### src/rtl/accum_bank.sv
// Multi-channel accumulator: each rising edge of Go applies add/sub/load/clear to channel Sel.
// Build option ACCUM_SATURATE_EN: add/subtract clamp at the range limits instead of wrapping.
module accum_bank #(
   parameter int DATA_W = 8,
   parameter int ACC_W  = 10,
   parameter int NUM_CH = 4,
   localparam int SEL_W = $clog2(NUM_CH)
) (
   input  logic              CLOCK_50,
   input  logic              Reset,
   input  logic              Go,
   input  logic [1:0]        Mode,
   input  logic [SEL_W-1:0]  Sel,
   input  logic [DATA_W-1:0] Data,
   output logic [ACC_W-1:0]  Acc_Out,
   output logic              Ovf,
   output logic              Done
);

   typedef enum logic [1:0] {
      OP_ADD  = 2'b00,
      OP_SUB  = 2'b01,
      OP_LOAD = 2'b10,
      OP_CLR  = 2'b11
   } op_t;

   logic             g1, g2, g3;
   logic             strobe;
   op_t              op;
   logic [ACC_W-1:0] acc [NUM_CH];
   logic [NUM_CH-1:0] ovf;
   logic [ACC_W-1:0] data_ext;
   logic [ACC_W:0]   sum;
   logic [ACC_W:0]   diff;
   logic [ACC_W-1:0] nxt_acc;
   logic             nxt_ovf;

   assign strobe   = g2 & ~g3;
   assign op       = op_t'(Mode);
   assign data_ext = ACC_W'(Data);

   // MSB of the widened result is the carry (add) or borrow (sub).
   assign sum  = {1'b0, acc[Sel]} + {1'b0, data_ext};
   assign diff = {1'b0, acc[Sel]} - {1'b0, data_ext};

   always_comb begin
      nxt_acc = acc[Sel];
      nxt_ovf = ovf[Sel];
      case (op)
         OP_ADD: begin
            nxt_acc = sum[ACC_W-1:0];
            if (sum[ACC_W]) begin
               nxt_ovf = 1'b1;
`ifdef ACCUM_SATURATE_EN
               nxt_acc = '1;
`endif
            end
         end
         OP_SUB: begin
            nxt_acc = diff[ACC_W-1:0];
            if (diff[ACC_W]) begin
               nxt_ovf = 1'b1;
`ifdef ACCUM_SATURATE_EN
               nxt_acc = '0;
`endif
            end
         end
         OP_LOAD: begin
            nxt_acc = data_ext;
            nxt_ovf = 1'b0;
         end
         OP_CLR: begin
            nxt_acc = '0;
            nxt_ovf = 1'b0;
         end
         default: ;
      endcase
   end

   always_ff @(posedge CLOCK_50) begin
      if (Reset) begin
         g1      <= 1'b0;
         g2      <= 1'b0;
         g3      <= 1'b0;
         acc     <= '{default: '0};
         ovf     <= '0;
         Acc_Out <= '0;
         Ovf     <= 1'b0;
         Done    <= 1'b0;
      end else begin
         g1 <= Go;
         g2 <= g1;
         g3 <= g2;
         if (strobe) begin
            acc[Sel] <= nxt_acc;
            ovf[Sel] <= nxt_ovf;
         end
         // Read path samples the pre-update register, so a write shows one edge later.
         Acc_Out <= acc[Sel];
         Ovf     <= ovf[Sel];
         Done    <= strobe;
      end
   end

endmodule
### config.mk
export PLATFORM = sky130hd
export DESIGN_NAME = accum_bank
export DESIGN_NICKNAME = d
export VERILOG_FILES = /design/src/rtl/accum_bank.sv
export SDC_FILE = /design/constraint.sdc
export NUM_CORES = 1
export LEC_CHECK = 0
export BUFFER_PORTS_ARGS = -buffer_cell sky130_fd_sc_hd__buf_2
export CORE_UTILIZATION = 30
export DETAILED_ROUTE_END_ITERATION = 7
export SLEW_MARGIN = 20
export SYNTH_ARGS = -nofsm -noshare
export SYNTH_HDL_FRONTEND = slang
export SYNTH_SLANG_ARGS = --single-unit
### constraint.sdc
create_clock -name CLOCK_50 -period 4.7 [get_ports CLOCK_50]
set_input_delay 0.47 -clock CLOCK_50 [delete_from_list [all_inputs] [get_ports CLOCK_50]]
set_output_delay 0.47 -clock CLOCK_50 [all_outputs]
set_load 0.02 [all_outputs]
# After elaboration in Yosys (flattened, before gate mapping)
# Cells that the tools add are included.
[word_totals]
register_bits = 59
out_inout_bits = 12
word_cells = 42
[classes]
addsub = 2
magnitude_cmp = 4
n_eq_ne = 3
n_mux = 15
bitwise = 3
reduce_logical = 4
[op_table]
columns = ["operator", "count"]
rows = [
  ["$bwmux W40", 1],
  ["$pmux W10 S4", 1],
  ["$mux W10", 3],
  ["$bmux W10 S2", 1],
  ["$demux W10 S2", 1],
  ["$add A10 B8 Y11", 1],
  ["$sub A10 B8 Y11", 1],
  ["$bwmux W4", 1],
  ["$eq A2 B2 Y1 const B", 2],
  ["$mux W1", 4],
  ["$ge A3 B3 Y1 const B", 1],
  ["$lt A2 B3 Y1 const B", 1],
  ["$lt A3 B1 Y1 const B", 1],
  ["$not A2 Y3", 1],
  ["$pmux W1 S3", 1],
  ["$bmux W1 S2", 1],
  ["$demux W1 S2", 1],
  ["$eq A2 B1 Y1 const B", 1],
  ["$ge A2 B1 Y1 const B", 1],
  ["$logic_and A1 B1 Y1", 2],
  ["$logic_not A2 Y1", 1],
  ["$reduce_or A2 Y1", 1],
  ["$and A1 B1 Y1", 1],
  ["$not A1 Y1", 1],
]

# Depth between registers and ports, before layout
[logic_depth]
ltp_word = 8
ltp_mapped = 12

# Worst setup path after synthesis
# OpenSTA, ideal clock, no wires.
[synth_timing]
path_type = "input -> register"
startpoint = "in Sel[1]"
endpoint = "reg acc[8] (netlist bit)"
setup_ns = 0.120
t_arrival_ns = 3.161
t_required_ns = 4.580
path_slack_ns = 1.419
stages = 11
path_cell_list = "buf_4 buf_2 mux4_2 ha_1 fa_1 nand2b_4 a2111o_1 a2111oi_4 a211oi_2 nor3_2 a211o_1"
[synth_between]
elab_chain_len = 7
word_cells_on_any_way = 13
[synth_rtl]
columns = ["element", "line", "source"]
rows = [
  ["start: declaration", "13", "input logic [SEL_W-1:0] Sel,"],
  ["$not A2 Y3 (not written as such) (*)", "43, 44, 95", ""],
  ["$bmux W10 S2", "43, 44", ""],
  ["$mux W10 (not written as such) (2 in series)", "43, 44", ""],
  ["$sub A10 B8 Y11 / $add A10 B8 Y11 (equally long branches)", "44, 43", ""],
  ["$pmux W10 S4", "49", "case (op)"],
  ["$bwmux W40 (*)", "95", "acc[Sel] <= nxt_acc;"],
  ["end signal: indexed assignment", "95", ""],
  ["end: declaration", "30", "logic [ACC_W-1:0] acc [NUM_CH];"],
]
# Every way passes the cells marked *; elsewhere a longest branch is shown, timed or not. The select of a mux whose other input is x is not followed.
# A chain may end at the register's enable or synchronous reset.

# Final worst setup path
# Ends and elaborated chain as after synthesis.

==> results.yml <==
floorplanning:
  core.rowCount: 38
  ios: 27
  design.core.area_um2: 11000
  start_util_pct: 31.2
  die_area_um2: 11900
  die_w_um: 109
  fp.dieH_um: 109
cts:
  numCtsBuffers: 9
  cts.clk_slew.worst_paths_ns: 0.05
  cts_hold_buf: 0
  cts_max_level: 3
  cts_max_path_buffers: 2
  cts_resized: 0
  cts.sinks: 59
  cts_tree: "built"
  cts_root_buffer: "clkbuf_16"
  clk_latency_ns: 0.33
  cts_setup_buffers: 0
global_routing:
  antenna_found_initial: 0
  grt_use_total_pct: 15.5
  grt_start_max_net_pins: 65
  grt_pass1_vias: 2793
  grt_pass1_wl_um: 14000
  gr-total-overflow: 0
setup_path:
  worstSetupPathType: "input pin to flip-flop"
  cp.arrival_ns: 3.54
  start_kind: "input pin"
  crit_path_max_fanout: 21
  required_ns: 4.92
  endpoint_kind: "flip-flop"
detailed_routing:
  dr.pass1.iters: 4
  drt-initial-drc-count: 163
  vias_per_cell: 5.28
  wl_um: 8360
  post-route-drc-count: 0
  routedWlPerCell_um: 15.4
  ant_nets: 0
  dr_total_vias: 2874
cells_and_area:
  nNetsFinal: 435
  syn_to_final_growth_pct: 14.3
  drive_above_1_share_pct: 17.8
  final_area_um2: 3920
  antenna_cells: 0
  layout_common_cells: "dfxtp_1 (59), nor2_1 (59), buf_2 (26)"
sta:
  slew_violations: 0
  hold_viol: 0
  setup_viol: 0
  tns_ns: 0
  fmax_mhz: 301
  rsz0062_at_grt: "false"
  whs_ns: 0.351
  max_slew.worst_pin.slew_ns: 0.795
  skew_ns: 0.00612
  min_period_ns: 3.32
  slew_headroom_pct: 46.4
  period_share_pct: 70.7
pwr:
  irDropWorstVdd_mv: 0.171
  p_leak_nw: 1.53
  power.density_nw_per_um2: 314
  design_power_total_mw: 1.23
hold_path:
  hp-class: "input pin to flip-flop"
synthesis:
  synth-seq-cells: 59
  synth_cell_types: 60
  synth-seq-area-share_pct: 34.4
  synth_top_area_cell: "dfxtp_1"
  syn_inst: 382
  synth-edff-count: 0
  yosysWarnings: 0
  synth_area_leaders: "dfxtp_1 (34%), ha_1 (6.9%), nor2_1 (6.5%)"
  syn_area_per_cell_um2: 8.98
  netlist.area_leader.share_pct: 34.4
  synth_area_um2: 3430
  syn_nets: 418
  synth_ff_type: "dfxtp_1"
  synthArstFlopShare_pct: 0
flow_run:
  cap_violations: 0
place:
  place_congestion: 0.857
  dp_hpwl_um: 5730
  placed_cell_area_um2: 3660
  io_buffer_count: 26
run_status:
  outcome: "finished, final reports clean"
layout make-up:
| type | instances | area, um^2 |
|---|---|---|
| tap | 140 | 175 |
| clock inverter | 5 | 30.0 |
| inverter | 18 | 67.6 |
| fill | 1072 | 7060 |
| multi-input combinational | 282 | 2080 |
| clock buffer | 11 | 233 |
| timing repair buffer | 29 | 153 |
| sequential | 59 | 1180 |
synth_stat cells, drive strengths merged (3+ instances only):
cell,count
inv,17
clkbuf,11
a31oi,4
nand2b,4
dfxtp,59
o41ai,3
a311oi,6
mux4,9
a211o,4
ha,19
a311o,4
o31a,3
mux2i,7
nand3b,8
nor2b,17
buf,12
nand3,10
o21a,4
nor3,12
a211oi,23
a21oi,16
nor2,60
o31ai,5
nor3b,9
nand2,17
o21ai,12
cell families (layout without fill, tap and decap cells):
family / Yosys count / after routing / synth area share (%)
adders and majority gates: 21 / 21 / 8.09
muxes: 18 / 18 / 8.60
AOI/OAI and AO/OA: 96 / 96 / 22.2
buffers and inverters: 41 / 63 / 4.89
and+or+nand+nor: 146 / 146 / 21.5
DFF: 59 / 59 / 34.4
xor gates and xnor gates: 1 / 1 / 0.255
stage by stage:
step	std cells	util, %	worst slack, ns
after global routing	544	35.7	1.14
after detailed placement	528	33.3	1.03
after floorplan	382	-	1.42
after global placement	528	33.3	1.09
after CTS	544	35.7	1.37
final	544	35.7	1.38
worst paths after layout:
check                                           from                   to  slack [ns]  cells past startpoint
worst min-delay path                              Go        g1$_SDFF_PP0_        0.35                      2
worst max register to register  acc[30]$_SDFFE_PP0P_  acc[8]$_SDFFE_PP0P_        1.79                     10
worst min register to register         g1$_SDFF_PP0_        g2$_SDFF_PP0_        0.43                      1
worst max-delay path                          Sel[1]  acc[8]$_SDFFE_PP0P_        1.38                     10
report_power, final:
group	internal, mW	switching (mW)	leakage (nW)
combinational	0.0485	0.0874	0.925
sequential	0.509	0.00345	0.477
clock	0.353	0.229	0.125
total	0.911	0.320	1.53
critical path, cell delays in order:
cell and delay (ns):
buf_2 0.46, mux4_2 0.60, ha_1 0.23, fa_1 0.43, nand2b_4 0.10, a2111o_1 0.24
a2111oi_4 0.10, a211oi_2 0.53, nor3_2 0.09, a211o_1 0.27
flip-flops by register name, summed over array words and instances, names as in the netlist:
name,count
acc,40
Acc_Out,10
g2,1
ovf,4
Done,1
g1,1
g3,1
Ovf,1
layer usage:
layer	global-route usage [%]	share of wire, %	up-vias
met5	0	0	-
met2	23.8	45	64
met1	20.6	47	1372
li1	-	-	1423
met3	3.23	5.9	15
met4	7.34	2.4	0
No activity file was read; power rests on OpenSTA's default activity.
